### config.mk
export PLATFORM = sky130hd
export DESIGN_NAME = vote_report_tx
export DESIGN_NICKNAME = d
export VERILOG_FILES = /design/src/rtl/vote_report_pkg.sv /design/src/rtl/vote_report_tx_uart_tx_byte.sv /design/src/rtl/vote_report_tx.sv
export SDC_FILE = /design/constraint.sdc
export NUM_CORES = 1
export LEC_CHECK = 0
export BUFFER_PORTS_ARGS = -buffer_cell sky130_fd_sc_hd__buf_2
export CAP_MARGIN = 20
export CORE_ASPECT_RATIO = 0.8
export CORE_MARGIN = 4
export CORE_UTILIZATION = 50
export CTS_CLUSTER_SIZE = 28
export DETAILED_ROUTE_END_ITERATION = 7
export MAX_ROUTING_LAYER = met4
export PLACE_DENSITY = 0.67
export SLEW_MARGIN = 20
export SYNTH_ARGS = -nofsm -noshare
export SYNTH_HDL_FRONTEND = slang
export SYNTH_HIERARCHICAL = 1
export SYNTH_SLANG_ARGS = --single-unit
### constraint.sdc
create_clock -name clk_100MHz -period 6.8 [get_ports clk_100MHz]
set_input_delay 1.7 -clock clk_100MHz [delete_from_list [all_inputs] [get_ports clk_100MHz]]
set_output_delay 1.7 -clock clk_100MHz [all_outputs]
set_load 0.005 [all_outputs]
### src/rtl/vote_report_pkg.sv
// Shared constants, state encodings and the tally-to-ASCII helper for the vote report transmitter.
package vote_report_pkg;

  localparam int MSG_LEN = 20;

  localparam logic [7:0] ASCII_0  = 8'h30;
  localparam logic [7:0] ASCII_1  = 8'h31;
  localparam logic [7:0] ASCII_2  = 8'h32;
  localparam logic [7:0] ASCII_3  = 8'h33;
  localparam logic [7:0] ASCII_EQ = 8'h3D;
  localparam logic [7:0] ASCII_SP = 8'h20;
  localparam logic [7:0] ASCII_W  = 8'h57;
  localparam logic [7:0] ASCII_CR = 8'h0D;
  localparam logic [7:0] ASCII_LF = 8'h0A;

  typedef enum logic [1:0] {
    WIN_NONE = 2'd0,
    WIN_C1   = 2'd1,
    WIN_C2   = 2'd2,
    WIN_C3   = 2'd3
  } winner_t;

  typedef enum logic [2:0] {
    MSG_IDLE,
    MSG_LOAD,
    MSG_SEND,
    MSG_WAIT,
    MSG_FIN
  } msg_state_t;

  typedef enum logic [1:0] {
    TX_IDLE,
    TX_START,
    TX_DATA,
    TX_STOP
  } tx_state_t;

  // Two ASCII digits {tens, ones}; anything above 99 is shown as "99".
  function automatic logic [15:0] tally_to_ascii(input logic [7:0] tally);
    logic [7:0] sat;
    logic [7:0] tens;
    logic [7:0] ones;
    sat  = (tally > 8'd99) ? 8'd99 : tally;
    tens = sat / 8'd10;
    ones = sat - (tens * 8'd10);
    return {ASCII_0 + tens, ASCII_0 + ones};
  endfunction

endpackage

### src/rtl/vote_report_tx_uart_tx_byte.sv
// 8N1 byte serializer; accepts the next byte in the last stop-bit cycle so bytes run back-to-back.
module uart_tx_byte
  import vote_report_pkg::*;
#(
  parameter int CLKS_PER_BIT = 868
) (
  input  logic       clk_100MHz,
  input  logic       reset,
  input  logic [7:0] data,
  input  logic       valid,
  output logic       ready,
  output logic       tx
);

  localparam int CNT_W = (CLKS_PER_BIT > 1) ? $clog2(CLKS_PER_BIT) : 1;
  localparam logic [CNT_W-1:0] CNT_LAST = CNT_W'(CLKS_PER_BIT - 1);

  tx_state_t        state_reg;
  logic [CNT_W-1:0] baud_cnt_reg;
  logic [2:0]       bit_cnt_reg;
  logic [7:0]       shift_reg;
  logic             bit_end;

  assign bit_end = (baud_cnt_reg == CNT_LAST);
  assign ready   = (state_reg == TX_IDLE) || ((state_reg == TX_STOP) && bit_end);

  always_ff @(posedge clk_100MHz) begin
    if (!reset) begin
      state_reg    <= TX_IDLE;
      baud_cnt_reg <= '0;
      bit_cnt_reg  <= '0;
      shift_reg    <= '0;
      tx           <= 1'b1;
    end else begin
      case (state_reg)
        TX_IDLE: begin
          if (valid) begin
            shift_reg    <= data;
            tx           <= 1'b0;
            baud_cnt_reg <= '0;
            state_reg    <= TX_START;
          end
        end
        TX_START: begin
          if (bit_end) begin
            tx           <= shift_reg[0];
            shift_reg    <= {1'b0, shift_reg[7:1]};
            bit_cnt_reg  <= '0;
            baud_cnt_reg <= '0;
            state_reg    <= TX_DATA;
          end else begin
            baud_cnt_reg <= baud_cnt_reg + 1'b1;
          end
        end
        TX_DATA: begin
          if (bit_end) begin
            baud_cnt_reg <= '0;
            if (bit_cnt_reg == 3'd7) begin
              tx        <= 1'b1;
              state_reg <= TX_STOP;
            end else begin
              tx          <= shift_reg[0];
              shift_reg   <= {1'b0, shift_reg[7:1]};
              bit_cnt_reg <= bit_cnt_reg + 1'b1;
            end
          end else begin
            baud_cnt_reg <= baud_cnt_reg + 1'b1;
          end
        end
        TX_STOP: begin
          if (bit_end) begin
            baud_cnt_reg <= '0;
            // A byte waiting here starts its start bit on the very next cycle.
            if (valid) begin
              shift_reg <= data;
              tx        <= 1'b0;
              state_reg <= TX_START;
            end else begin
              state_reg <= TX_IDLE;
            end
          end else begin
            baud_cnt_reg <= baud_cnt_reg + 1'b1;
          end
        end
        default: state_reg <= TX_IDLE;
      endcase
    end
  end

endmodule

### src/rtl/vote_report_tx.sv
// Snapshots the poll result on start and sends "1=dd 2=dd 3=dd W=w\r\n" over the UART.
module vote_report_tx
  import vote_report_pkg::*;
#(
  parameter int CLKS_PER_BIT = 868
) (
  input  logic       clk_100MHz,
  input  logic       reset,
  input  logic       start,
  input  logic [7:0] tally_1,
  input  logic [7:0] tally_2,
  input  logic [7:0] tally_3,
  input  logic [1:0] winner,
  output logic       tx,
  output logic       busy,
  output logic       done
);

  localparam logic [4:0] LAST_IDX = 5'(MSG_LEN - 1);

  msg_state_t  state_reg;
  logic [4:0]  idx_reg;
  logic [7:0]  snap_1_reg;
  logic [7:0]  snap_2_reg;
  logic [7:0]  snap_3_reg;
  winner_t     snap_w_reg;
  logic [15:0] dig_1_reg;
  logic [15:0] dig_2_reg;
  logic [15:0] dig_3_reg;
  logic [7:0]  win_char_reg;
  logic [7:0]  byte_data;
  logic        byte_valid;
  logic        byte_ready;

  assign byte_valid = (state_reg == MSG_SEND);

  always_comb begin
    byte_data = ASCII_SP;
    case (idx_reg)
      5'd0:    byte_data = ASCII_1;
      5'd1:    byte_data = ASCII_EQ;
      5'd2:    byte_data = dig_1_reg[15:8];
      5'd3:    byte_data = dig_1_reg[7:0];
      5'd5:    byte_data = ASCII_2;
      5'd6:    byte_data = ASCII_EQ;
      5'd7:    byte_data = dig_2_reg[15:8];
      5'd8:    byte_data = dig_2_reg[7:0];
      5'd10:   byte_data = ASCII_3;
      5'd11:   byte_data = ASCII_EQ;
      5'd12:   byte_data = dig_3_reg[15:8];
      5'd13:   byte_data = dig_3_reg[7:0];
      5'd15:   byte_data = ASCII_W;
      5'd16:   byte_data = ASCII_EQ;
      5'd17:   byte_data = win_char_reg;
      5'd18:   byte_data = ASCII_CR;
      5'd19:   byte_data = ASCII_LF;
      default: byte_data = ASCII_SP;
    endcase
  end

  always_ff @(posedge clk_100MHz) begin
    if (!reset) begin
      state_reg    <= MSG_IDLE;
      idx_reg      <= '0;
      snap_1_reg   <= '0;
      snap_2_reg   <= '0;
      snap_3_reg   <= '0;
      snap_w_reg   <= WIN_NONE;
      dig_1_reg    <= '0;
      dig_2_reg    <= '0;
      dig_3_reg    <= '0;
      win_char_reg <= '0;
      busy         <= 1'b0;
      done         <= 1'b0;
    end else begin
      case (state_reg)
        MSG_IDLE: begin
          if (start) begin
            snap_1_reg <= tally_1;
            snap_2_reg <= tally_2;
            snap_3_reg <= tally_3;
            snap_w_reg <= winner_t'(winner);
            busy       <= 1'b1;
            state_reg  <= MSG_LOAD;
          end
        end
        MSG_LOAD: begin
          dig_1_reg    <= tally_to_ascii(snap_1_reg);
          dig_2_reg    <= tally_to_ascii(snap_2_reg);
          dig_3_reg    <= tally_to_ascii(snap_3_reg);
          win_char_reg <= ASCII_0 + {6'd0, snap_w_reg};
          idx_reg      <= '0;
          state_reg    <= MSG_SEND;
        end
        MSG_SEND: begin
          if (byte_ready) state_reg <= MSG_WAIT;
        end
        MSG_WAIT: begin
          // Next byte is queued while the current one shifts out; only the last byte waits for its stop bit.
          if (idx_reg != LAST_IDX) begin
            idx_reg   <= idx_reg + 5'd1;
            state_reg <= MSG_SEND;
          end else if (byte_ready) begin
            busy      <= 1'b0;
            done      <= 1'b1;
            state_reg <= MSG_FIN;
          end
        end
        MSG_FIN: begin
          done      <= 1'b0;
          idx_reg   <= '0;
          state_reg <= MSG_IDLE;
        end
        default: state_reg <= MSG_IDLE;
      endcase
    end
  end

  uart_tx_byte #(
    .CLKS_PER_BIT(CLKS_PER_BIT)
  ) u_uart (
    .clk_100MHz(clk_100MHz),
    .reset     (reset),
    .data      (byte_data),
    .valid     (byte_valid),
    .ready     (byte_ready),
    .tx        (tx)
  );

endmodule
=== Yosys cells after proc, flatten, opt, wreduce, memory -nomap -nowiden ===
Cells that the tools add are included.

* Register bits after elaboration: 116
* Input port bits: 29

* Add/sub/neg operators: 13
* $mul: 3
* Div/mod/pow operators: 3
* Magnitude comparators: 3
* Equal/unequal tests: 38
* Mux-type cells: 44
* Reductions and logical operators: 21

{| class="wikitable"
|+ Operator list
! operator !! count
|-
| 8-bit case mux with 14 select lines || 1
|-
| 8-bit two-way mux || 8
|-
| 6-bit by 8-bit adder with 8-bit output (first input constant) || 6
|-
| 8-bit case mux with 4 select lines || 1
|-
| 5-bit by 4-bit equality test with 1-bit output (second input constant) || 6
|-
| 8-bit by 4-bit divider with 8-bit output (second input constant) || 3
|-
| 8-bit by 7-bit > comparator with 1-bit output (second input constant) || 3
|-
| 8-bit by 3-bit multiplier with 7-bit output (second input constant) || 3
|-
| 8-bit subtractor || 3
|-
| 3-bit two-way mux || 7
|-
| 5-bit equality test (second input constant) || 4
|-
| 10-bit two-way mux || 2
|-
| 10-bit case mux with 2 select lines || 1
|-
| 5-bit by 3-bit equality test with 1-bit output (second input constant) || 3
|-
| 2-bit inequality test (second input constant) || 6
|-
| 3-bit case mux with 4 select lines || 1
|-
| 4-bit AND reduction || 3
|-
| 1-bit two-way mux || 11
|-
| 10-bit by 1-bit adder with 10-bit output (second input constant) || 1
|-
| 10-bit equality test (second input constant) || 1
|-
| 5-bit by 2-bit equality test with 1-bit output (second input constant) || 2
|-
| 2-bit two-way mux || 5
|-
| 2-bit by 1-bit inequality test with 1-bit output (second input constant) || 5
|-
| 5-bit case mux with 2 select lines || 1
|-
| 28 further kinds || 38
|}

=== Depth between registers and ports, before layout ===
Gate-level depths: netlist of the first run.

* Depth after elaboration: 6
* Depth in mapped cells: 22

=== Cells and area by module ===
The synthesis of the first run kept the hierarchy.

{| class="wikitable"
|+ By module, submodules not included
! module !! instances !! cells each !! area an instance (um^2)
|-
| vote_report_tx || 1 || 730 || 5716.7
|-
| uart_tx_byte || 1 || 154 || 1332.5
|}

=== Worst setup path before layout of the first run ===
No wires, ideal clock.

* Kind: register -> register
* From: register snap_1_reg[5]
* To: register dig_1_reg[7]
* Setup time: 86 ps
* Arrival time: 4379 ps
* Slack: 2335 ps
* Cell stages (with the launch flop): 22
* Buffers on the path: 1
* Period minus slack after synthesis: 4465 ps
* Path through: dfxtp_1 clkbuf_1 a21oi_1 a311o_1 a21o_1 ha_1 or3b_1 a21oi_1 inv_1 ha_1 ha_1 inv_1 fa_1 inv_1 ha_1 inv_1 ha_1 nand3_1 nor2_1 a2111oi_1 xnor2_1 a211oi_1

* Cells in the longest elaborated chain, start to end: 6

{| class="wikitable"
|+ Ends and longest elaborated chain
! item !! line !! text
|-
| start, declared || vote_report_tx.sv:23 || <nowiki>logic [7:0] snap_1_reg;</nowiki>
|-
| start signal, assigned || vote_report_tx.sv:79 || <nowiki>snap_1_reg <= tally_1;</nowiki>
|-
| 8-bit by 7-bit > comparator with 1-bit output || vote_report_pkg.sv:43 || <nowiki>sat = (tally > 8'd99) ? 8'd99 : tally;</nowiki>
|-
| 8-bit two-way mux * || vote_report_pkg.sv:43 ||
|-
| 8-bit by 4-bit divider with 8-bit output || vote_report_pkg.sv:44 || <nowiki>tens = sat / 8'd10;</nowiki>
|-
| 8-bit by 3-bit multiplier with 7-bit output || vote_report_pkg.sv:45 || <nowiki>ones = sat - (tens * 8'd10);</nowiki>
|-
| 8-bit subtractor * || vote_report_pkg.sv:45 ||
|-
| 6-bit by 8-bit adder with 8-bit output * || vote_report_pkg.sv:46 || <nowiki>return {ASCII_0 + tens, ASCII_0 + ones};</nowiki>
|-
| end signal, assigned || vote_report_tx.sv:88 || <nowiki>dig_1_reg <= tally_to_ascii(snap_1_reg);</nowiki>
|-
| end, declared || vote_report_tx.sv:27 || <nowiki>logic [15:0] dig_1_reg;</nowiki>
|}

Every way passes the cells marked *; elsewhere a longest branch is shown, timed or not.
A chain may end at the register's enable or synchronous reset.

=== Final worst setup path of the first run ===
* From: register snap_1_reg[3]
* To: register dig_1_reg[7]

Same word-level chain as after synthesis.

==> run summary, run 1 <==
Post-route ant nets: 0
Critical Setup Path Class: flip-flop to flip-flop
Vias per cell: 5.72
Mapped Cells: 884
Critical R2R Launch: snap_1_reg[3]$_SDFFE_PN0P_
WHS Path Cells: 2
CP max-delay cell: dfxtp_1
Tmin final: 4.72 ns
Post-CTS setup buffer count: 0
Max Buffers Root-to-Sink: 2
RSZ-0062 raised after global routing: no
I/O pin total: 32
Vias in the first global route: 5514
Outcome: complete, no violations
NumNets Final: 980
Top fanout value on the critical path: 15
Reg power frac: 35.1%
Async SR Flop Fraction: 0%
Worst R2R Path Depth: 20
Max Fclk: 212 MHz
I/O Buffers: 31
Reg2reg end: dig_1_reg[7]$_SDFFE_PN0P_
CTS Buf Count: 9
Crit path buf inv count: 4
CP required: 7.06 ns
Critical path's largest stage delay: 0.58 ns
Share of cells above drive strength 1: 8.70%
Synth Area per Inst: 7.97 sq um
Slew Viols, Final: 0
Clock power frac: 22.9%
Global Route Usage Sum: 20.7%
Routed length per placed instance: 14.8 microns
Met2 wire length: 6550 microns
Total negative setup slack: 0 ns
Final setup fails: 0
Crit path top cell by count: ha_1
Slew @ Worst Pin: 0.923 ns
Setup WS pre-CTS: 2.05 ns
Pleak: 0.00305 uW
# DRC: 0
Row cnt: 38
Hold Violations, Final: 0
Clk_lat worst skew: 0.35 ns
R2r setup slk: 2.08 ns
Largest net degree at the start of global routing: 47
RePlAce Congestion: 0.900
Max rail drop VDD: 0.131 mV
CP Cell Sequence: o21ai_1 -> a311o_1 -> a21o_1 -> ha_1 -> or3b_1 -> a21oi_1 -> inv_1 -> ha_1 -> ha_1 -> inv_1 -> fa_1 -> inv_1 -> ha_1 -> inv_1 -> ha_1 -> nand3_1 -> nor2_1 -> a2111oi_1 -> xnor2_1 -> a211oi_1
ANT cells: 0
WP data arrival: 4.99 ns
Initial Util: 51.5%
Die H: 114 microns
Post-synth EDFFs: 0
Core footprint: 13700 sq um
Dpl hpwl: 11300 microns
Num Clock Sinks: 105
Starting DRT DRC Count: 498
First-pass GRT wire length: 26900 microns
# resized after CTS: 0
Seq/Total Area, Yosys: 29.8%
Met3 wire length: 801 microns
Top sig layer: met4
Worst Hold Path EP: snap_3_reg[1]$_SDFFE_PN0P_
Mapped cell area: 7050 sq um
Min-Delay Path Class: flip-flop to flip-flop
FF+latch count, synth: 105
Grt total ovfl: 0
DR pass1 iterations: 6
P_int: 1380 uW
Critical path's top delay family: compound AO/OA/AOI/OAI gates
Max H-tree Level: 3
Hold Startpoint: snap_3_reg[1]$_SDFFE_PN0P_
CP startpoint kind: flip-flop
Via count: 6091
Area of the die: 16100 sq um
Area Overhead vs Synth: 6.92%
Synth cell types: 79
Setup WS post-layout: 2.08 ns
Slew margin rel.: 38.4%
Ys Warns: 6
Crit. End Element: flip-flop
Total of max-cap violations: 0
CTS Root Cell: clkbuf_16
P_sw: 846 uW
Logic pwr share: 41.9%
Clock transition at path regs: 0.07 ns
Top FF cell, synth: dfxtp_1
CTS tree: yes
Final Skew: 0.0108 ns
M1 WL: 8270 microns
Power Density: 296 nW/um^2
Antenna violations before repair: 0
Die W: 141 microns
Final period util: 69.5%
Sw Share: 38.0%
Routed wire length: 15800 microns
Hold_buf cts: 0
-- power by group through the flow --
stage                     sequential, uW  clock (uW)  combinational (uW)
after global placement               793           0                 919
after global routing                 796         549                1070
after detailed placement             794           0                 928
final                                783         511                 934
after CTS                            780         521                 934
after floorplan                      746           0                 770
-- layout by cell type, fill, tap and decap left out, types with 19 or more instances in the layout --
cell / count
buf_2: 31
a211oi_1: 19
o21ai_0: 47
nand3_1: 32
dfxtp_1: 105
ha_1: 64
a21oi_1: 78
nor2_1: 68
inv_1: 63
nand2_1: 99
-- through the flow --
step / area (sq um) / power [uW] / utilization (%) / hold WS (ns) / std cells
after global routing: 7540 / 2410 / 55.0 / 0.481 / 1065
after global placement: 7240 / 1710 / 52.9 / 0.448 / 1050
after detailed placement: 7240 / 1720 / 52.9 / 0.452 / 1050
after floorplan: 7060 / 1520 / - / 0.432 / 886
final: 7540 / 2230 / 55.0 / 0.457 / 1065
after CTS: 7540 / 2240 / 55.0 / 0.461 / 1065
-- how the worst max path moves through the flow --
stage                                           from                         to  slack (ns)  cells after the start
after floorplan           snap_1_reg[5]$_SDFFE_PN0P_  dig_1_reg[7]$_SDFFE_PN0P_        2.34                     21
after global placement    snap_1_reg[3]$_SDFFE_PN0P_  dig_1_reg[7]$_SDFFE_PN0P_        2.18                     19
after detailed placement  snap_1_reg[3]$_SDFFE_PN0P_  dig_1_reg[7]$_SDFFE_PN0P_        2.05                     19
after CTS                 snap_1_reg[3]$_SDFFE_PN0P_  dig_1_reg[7]$_SDFFE_PN0P_        2.06                     19
after global routing      snap_1_reg[5]$_SDFFE_PN0P_  dig_1_reg[7]$_SDFFE_PN0P_        1.73                     19
final                     snap_1_reg[3]$_SDFFE_PN0P_  dig_1_reg[7]$_SDFFE_PN0P_        2.08                     20
-- cell families (layout without fill, tap and decap cells) --
kind of cell / count (synthesis) / in the layout / share of synthesized area, %
buf+inv: 118 / 117 / 6.94
mux: 17 / 17 / 2.47
compound gates: 221 / 221 / 20.3
other cells: 1 / 3 / 0.0532
simple gates: 329 / 329 / 24.5
flops: 105 / 105 / 29.8
fa+ha+maj: 70 / 70 / 13.1
xor+xnor: 23 / 23 / 2.86
-- layer usage --
| metal | up-vias | GRT usage, % |
|---|---|---|
| met5 | - | - |
| met4 | 0 | 3.87 |
| met3 | 11 | 4.13 |
| met2 | 121 | 30.3 |
| met1 | 2825 | 29.9 |
| li1 | 3134 | - |
-- layout make-up --
class	count	area [sq um]
tap	180	225
clock buffer	14	284
fill	1342	6160
clock inverter	1	8.76
multi-input combinational	663	4470
sequential	105	2100
inverter	65	244
timing repair buffer	37	200
-- synth_stat cells, drive strengths merged (3+ instances only) --
library cell,instances,area [sq um]
mux2i,14,140
xnor2,15,131
nor2,69,259
a221oi,4,35.0
a222oi,5,50.1
nand2,99,372
and3,11,68.8
dfxtp,105,2100
nor4b,7,76.3
nor4bb,6,60.1
buf,28,151
a311o,4,40.0
nand3,33,170
a31o,3,26.3
nand2b,13,88.8
and2,8,50.1
ha,64,801
a211oi,20,155
clkbuf,25,93.8
nand3b,8,60.1
a31oi,13,109
fa,6,120
and4b,3,33.8
mux2,3,33.8
nor2b,11,68.8
nand4b,6,52.6
a21o,9,67.6
inv,63,236
o211ai,4,30.0
nand4,6,37.5
o21ai,50,250
o31ai,3,22.5
o21bai,3,22.5
xor2,8,70.1
or2,5,31.3
a21oi,78,390
nor4,8,50.1
nor3,13,76.3
a22oi,5,37.5
or3,14,87.6
-- tightest hold or removal path: stages (launching register included) --
cell and delay [ns]:
dfxtp_1 0.31, nand2_1 0.05, a21oi_1 0.05
No activity file was read; power rests on OpenSTA's default activity.
==> run 2: changes to the inputs <==
--- a/config.mk
+++ b/config.mk
@@ -13,7 +13,7 @@
 export CTS_CLUSTER_SIZE = 28
 export DETAILED_ROUTE_END_ITERATION = 7
 export MAX_ROUTING_LAYER = met4
-export PLACE_DENSITY = 0.67
+export PLACE_DENSITY = 0.7
 export SLEW_MARGIN = 20
 export SYNTH_ARGS = -nofsm -noshare
 export SYNTH_HDL_FRONTEND = slang
==> constraint.sdc (replaced) <==
create_clock -name clk_100MHz -period 4.15 [get_ports clk_100MHz]
set_input_delay 1.0375 -clock clk_100MHz [delete_from_list [all_inputs] [get_ports clk_100MHz]]
set_output_delay 1.0375 -clock clk_100MHz [all_outputs]
set_load 0.005 [all_outputs]
==> run 2 against run 1 <==
Flip-flop and latch count stayed put; sequential power is 61% higher; highest routed layer unchanged; cell area up 8.4%; routed wire length is 6.8% higher.
==> run summary, run 2 (synthesized netlist as in run 1, its figures left out) <==
Outcome: complete, no violations
Pleak: 0.00326 uW
Logic pwr share: 46.8%
Share of cells above drive strength 1: 17.9%
Slew margin rel.: 37.4%
I/O pin total: 32
Crit path buf inv count: 5
Final setup fails: 0
CP Cell Sequence: inv_2 -> nand2_2 -> a311o_1 -> a21o_1 -> ha_4 -> or3b_4 -> a21oi_4 -> inv_2 -> ha_4 -> ha_4 -> inv_4 -> fa_2 -> inv_2 -> ha_4 -> inv_2 -> ha_4 -> and3_4 -> a2111oi_4 -> xnor2_1 -> a211oi_1
Multi-input logic area: 4780 sq um
DR pass1 iterations: 5
CP startpoint kind: flip-flop
CTS Root Cell: clkbuf_16
RePlAce Congestion: 0.925
Tmin final: 4.03 ns
Die W: 141 microns
Crit path top cell by count: ha_4
Crit. End Element: flip-flop
Dpl cell area: 7610 sq um
Via count: 6314
Total power: 4030 uW
Max rail drop VDD: 0.337 mV
Hold Violations, Final: 0
CP required: 4.41 ns
Clk_lat worst skew: 0.35 ns
CTS tree: yes
Largest net degree at the start of global routing: 34
Vias in the first global route: 5691
Die H: 114 microns
WP data arrival: 4.30 ns
# DRC: 0
Critical path's largest stage delay: 0.42 ns
Area Overhead vs Synth: 16.0%
Sw Share: 37.3%
Most frequent cells in the layout: nand2_1, dfxtp_1, a21oi_1
P_int: 2530 uW
Row cnt: 38
RSZ-0062 raised after global routing: yes
Sequential cell area: 2120 sq um
Critical path's top delay family: adder cells
Initial Util: 51.5%
Power Density: 493 nW/um^2
Core footprint: 13700 sq um
Area of the die: 16100 sq um
Max Buffers Root-to-Sink: 2
Clock transition at path regs: 0.06 ns
FILL cells: 1232
P_sw: 1500 uW
ANT cells: 0
Routed wire length: 16800 microns
Clock power frac: 22.0%
Dpl hpwl: 11900 microns
Slew Viols, Final: 0
Top fanout value on the critical path: 4
CTS Buf Count: 9
Cell area after layout: 8170 sq um
Post-route ant nets: 0
Vias per cell: 5.71
Global Route Usage Sum: 21.8%
Reg power frac: 31.3%
Starting DRT DRC Count: 483
Total of max-cap violations: 0
Final Skew: 0.00680 ns
First-pass GRT wire length: 28200 microns
CP max-delay cell: fa_2
Antenna violations before repair: 0
Routed length per placed instance: 15.2 microns
Critical Setup Path Class: flip-flop to flip-flop
Max H-tree Level: 3
I/O Buffers: 31
NumNets Final: 1021
Num Clock Sinks: 105
Min-Delay Path Class: flip-flop to flip-flop
Grt total ovfl: 0
Final period util: 97.2%
Max Fclk: 248 MHz
Slew @ Worst Pin: 0.938 ns
## run 2: changes by cell type in the layout (fill, tap and decap cells not counted), sizes merged
cell	delta
buf	+41
clkinv	-1
clkbuf	-3
clkinvlp	+1
bufinv	+2
## run 2: power by group through the flow
stage | combinational, uW | clock (uW) | sequential (uW)
2_1_floorplan | 1350 | 0 | 1220
3_3_place_gp | 1670 | 0 | 1270
3_5_place_dp | 1690 | 0 | 1280
4_1_cts | 1750 | 905 | 1250
5_1_grt | 2110 | 938 | 1280
6_report | 1880 | 885 | 1260
## run 2: final cells by class
cell class | count | area share (%)
tap | 180 | 2.76
timing repair buffer | 78 | 6.21
sequential | 105 | 25.9
clock inverter | 3 | 0.827
multi-input combinational | 663 | 58.4
clock buffer | 11 | 2.85
inverter | 65 | 3.05
## run 2: worst paths after layout
check | from | endpoint | slack [ns] | depth (start not counted)
min reg2reg | snap_w_reg[0]$_SDFFE_PN0P_ | win_char_reg[0]$_SDFFE_PN0P_ | 0.45 | 2
min | snap_w_reg[0]$_SDFFE_PN0P_ | win_char_reg[0]$_SDFFE_PN0P_ | 0.45 | 2
max | snap_1_reg[5]$_SDFFE_PN0P_ | dig_1_reg[7]$_SDFFE_PN0P_ | 0.12 | 20
max reg2reg | snap_1_reg[5]$_SDFFE_PN0P_ | dig_1_reg[7]$_SDFFE_PN0P_ | 0.12 | 20
## run 2: worst register-to-register path, stage by stage, from the launching register on
cell and delay [ns]:
dfxtp_2 0.34, inv_2 0.08, nand2_2 0.05, a311o_1 0.35, a21o_1 0.20, ha_4 0.26, or3b_4 0.39, a21oi_4 0.15
inv_2 0.06, ha_4 0.16, ha_4 0.16, inv_4 0.05, fa_2 0.43, inv_2 0.07, ha_4 0.12, inv_2 0.04
ha_4 0.25, and3_4 0.19, a2111oi_4 0.29, xnor2_1 0.11, a211oi_1 0.22
## run 2: routing by layer
metal,wire length [microns],vias to the layer above,GRT usage [%]
met2,7290,146,32.0
met4,148,0,4.52
met5,0,-,-
li1,-,3224,-
met1,8450,2926,31.4
met3,939,18,3.97
## run 2: metrics by stage
step	hold WS, ns	std cells	worst slack [ns]	util [%]	setup TNS (ns)
floorplan	0.432	886	0.0166	-	0
detailed placement	0.449	1080	-0.0772	55.6	-0.0772
CTS	0.458	1102	0.00589	58.4	0
finish	0.455	1105	0.117	59.7	0
global placement	0.444	1080	0.0692	55.6	0
global route	0.486	1105	-0.0879	59.7	-0.128
## run 2: what timing repair did
item                                    CTS  global route
buffers inserted                          8             3
endpoints found under the setup margin    2             7
hold buffers                              0             0
resized for setup                         5            34
pin swaps                                 7            25
==> run 3: changes to the inputs <==
--- a/config.mk
+++ b/config.mk
@@ -5,6 +5,7 @@
 export SDC_FILE = /design/constraint.sdc
 export NUM_CORES = 1
 export LEC_CHECK = 0
+export ABC_AREA = 1
 export BUFFER_PORTS_ARGS = -buffer_cell sky130_fd_sc_hd__buf_2
 export CAP_MARGIN = 20
 export CORE_ASPECT_RATIO = 0.8
@@ -12,10 +13,10 @@
 export CORE_UTILIZATION = 50
 export CTS_CLUSTER_SIZE = 28
 export DETAILED_ROUTE_END_ITERATION = 7
+export GPL_TIMING_DRIVEN = 0
 export MAX_ROUTING_LAYER = met4
 export PLACE_DENSITY = 0.7
 export SLEW_MARGIN = 20
 export SYNTH_ARGS = -nofsm -noshare
 export SYNTH_HDL_FRONTEND = slang
-export SYNTH_HIERARCHICAL = 1
 export SYNTH_SLANG_ARGS = --single-unit
==> run 3 against run 2 <==
Sequential power increased by 12%; combinational power increased by 90%; flip-flop and latch count unchanged; non-clock buffer count increased by 9; largest cell class unchanged; routed wire length increased by 11%; via count increased by 6.8%; critical path depth increased by 10; maximum frequency decreased by 0.68%.
==> run summary, run 3 <==
Top cells by area, synth: dfxtp_1, ha_1, inv_1
List of most frequent post-synthesis cells: inv_1, nand2_1, dfxtp_1
Outcome: complete, no violations
First-pass GRT wire length: 30500 microns
Critical Setup Path Class: flip-flop to flip-flop
Final Skew: 0.00855 ns
Total of max-cap violations: 0
Mapped Cells: 1006
Async SR Flop Fraction: 0%
Grt total ovfl: 0
I/O pin total: 32
Routed wire length: 18700 microns
WHS Path Cells: 2
Initial Util: 51.7%
Clk_lat worst skew: 0.36 ns
RePlAce Congestion: 0.991
I/O Buffers: 31
Area of the die: 16200 sq um
Most common cell in the netlist: inv_1
Final period util: 97.8%
Worst path depth: 30
Post-route ant nets: 0
Critical path's top delay family: adder cells
Die W: 141 microns
Max Buffers Root-to-Sink: 2
Leading cell type in the layout, fill and taps excluded: inv_1
Area Overhead vs Synth: 15.6%
Compound-cell area share of the yosys netlist: 17.8%
Main combinational cell family by area after synthesis: simple AND/OR/NAND/NOR gates
Most frequent cells in the layout: inv_1, nand2_1, a21oi_1
Hold Violations, Final: 0
CTS Root Cell: clkbuf_16
Share of cells above drive strength 1: 18.1%
Global Route Usage Sum: 24.1%
Die H: 115 microns
Seq/Total Area, Yosys: 29.6%
Dpl cell area: 7490 sq um
Post-Synth XOR/XNOR Area: 2.47%
Fin Hold WS: 0.445 ns
Dpl hpwl: 13900 microns
Fraction of the mapped netlist area in simple logic gates: 25.0%
Routed length per placed instance: 14.8 microns
Crit path buf inv count: 6
Slew margin rel.: 53.4%
Post-synth EDFFs: 0
Multi-input logic area: 4350 sq um
ANT cells: 0
FILL cells: 1292
Starting DRT DRC Count: 557
WP data arrival: 4.32 ns
Crit. End Element: flip-flop
Synth Area per Inst: 7.06 sq um
Largest net degree at the start of global routing: 17
CP max-delay cell: fa_1
Max rail drop VDD: 0.444 mV
Critical path's largest stage delay: 0.47 ns
Critical R2R Launch: snap_1_reg[4]$_SDFFE_PN0P_
Synth cell types: 47
Max Fclk: 246 MHz
Crit path top cell by count: nand2_2
Slew @ Worst Pin: 0.700 ns
Via count: 6744
FF+latch count, synth: 105
Slew Viols, Final: 0
CP startpoint kind: flip-flop
Core footprint: 13700 sq um
Min-Delay Path Class: flip-flop to flip-flop
CTS Buf Count: 9
Cell area after layout: 8210 sq um
Adder-Cell Fraction of Synth Area: 13.0%
R2r setup slk: 0.09 ns
Row cnt: 38
Ys Warns: 0
Crit path from: snap_1_reg[4]$_SDFFE_PN0P_
Top FF cell, synth: dfxtp_1
Num Clock Sinks: 105
Clock transition at path regs: 0.07 ns
CTS tree: yes
Final setup fails: 0
Power Density: 706 nW/um^2
Vias in the first global route: 6258
Largest area contributor in the netlist: dfxtp_1
Reg2reg end: dig_1_reg[7]$_SDFFE_PN0P_
NumNets Final: 1178
# DRC: 0
Tmin final: 4.06 ns
Worst R2R Path Depth: 30
Mapped cell area: 7100 sq um
Top fanout value on the critical path: 4
CP required: 4.41 ns
Critical Path Sink: dig_1_reg[7]$_SDFFE_PN0P_
Top cell type's share of synthesized area: 29.6%
Pleak: 0.00404 uW
Vias per cell: 5.34
Sequential cell area: 2120 sq um
Max H-tree Level: 3
Post-synthesis mux area share: 0%
Antenna violations before repair: 0
DR pass1 iterations: 6
-- run 3: cell types whose count changed after synthesis, moves of 12 or more --
cell      before  now
a211oi_1      19    5
a21oi_1       78   98
buf_2         22    0
inv_1         63  183
inv_2          0   14
mux2i_1       14    0
nand2_1       99  143
nand2_2        0   21
nand2b_1      12    0
nand3_1       32   58
o21ai_0       47   85
or3_1         14    0
xnor2_1       15    1
-- run 3: kinds of logic after synthesis --
logic type	after synthesis
compound gates	225
flops	105
simple gates	361
fa+ha+maj	70
xor+xnor	20
other cells	1
buf+inv	224
-- run 3: area by class of cell --
class	count	area share, %
plain buffers	27	1.43
flip-flops and latches	105	25.8
clock inverters	5	0.381
well taps	180	2.74
inverters	197	9.10
multi-input cells	679	53.0
clock buffers	11	2.96
repair buffers	60	4.54
-- run 3: how the worst min path moves through the flow --
stage                          startpoint                         end
2_1_floorplan  dig_2_reg[14]$_SDFFE_PN0P_  dig_2_reg[14]$_SDFFE_PN0P_
3_3_place_gp   dig_2_reg[14]$_SDFFE_PN0P_  dig_2_reg[14]$_SDFFE_PN0P_
3_5_place_dp   dig_2_reg[14]$_SDFFE_PN0P_  dig_2_reg[14]$_SDFFE_PN0P_
4_1_cts        dig_2_reg[14]$_SDFFE_PN0P_  dig_2_reg[14]$_SDFFE_PN0P_
5_1_grt        dig_2_reg[14]$_SDFFE_PN0P_  dig_2_reg[14]$_SDFFE_PN0P_
6_report       dig_2_reg[14]$_SDFFE_PN0P_  dig_2_reg[14]$_SDFFE_PN0P_
-- run 3: worst register-to-register path: cells and delay by family (launching register included) --
kind | cells | cell delay (ns)
and+or+nand+nor | 15 | 1.32
AOI/OAI and AO/OA | 2 | 0.24
adders and majority gates | 6 | 1.54
xor gates and xnor gates | 1 | 0.19
buffers and inverters | 6 | 0.30
DFF | 1 | 0.36
-- run 3: metal layers --
layer	GRT usage, %	wire length [microns]	part of all wire (%)	vias to the layer above
met3	4.80	1160	6.2	19
met1	33.4	9000	48	3103
li1	-	-	-	3434
met5	-	0	0	-
met4	6.46	265	1.4	0
met2	35.9	8290	44	188
-- run 3: metrics by stage --
stage | util [%] | worst slack [ns] | TNS (ns) | std cells | total power (uW)
after floorplan | - | 0.351 | 0 | 1008 | 3820
after global placement | 54.5 | -0.136 | -0.158 | 1219 | 4490
after detailed placement | 54.5 | -0.180 | -0.269 | 1219 | 4520
after CTS | 57.0 | 0.00503 | 0 | 1235 | 5430
after global routing | 59.8 | -0.103 | -0.201 | 1264 | 6370
final | 59.8 | 0.0898 | 0 | 1264 | 5790
-- run 3: where the power goes --
| part | total, uW | internal (uW) | switching, uW |
|---|---|---|---|
| Combinational | 3570 | 1410 | 2170 |
| Clock | 807 | 422 | 385 |
| Sequential | 1410 | 1250 | 159 |
-- run 3: timing repair --
item / CTS / global route
pin swaps: 1 / 30
resized for setup: 18 / 53
endpoints found under the hold margin: 0 / 0
setup buffers: 0 / 29
setup endpoints to repair: 4 / 10
hold buffers: 0 / 0
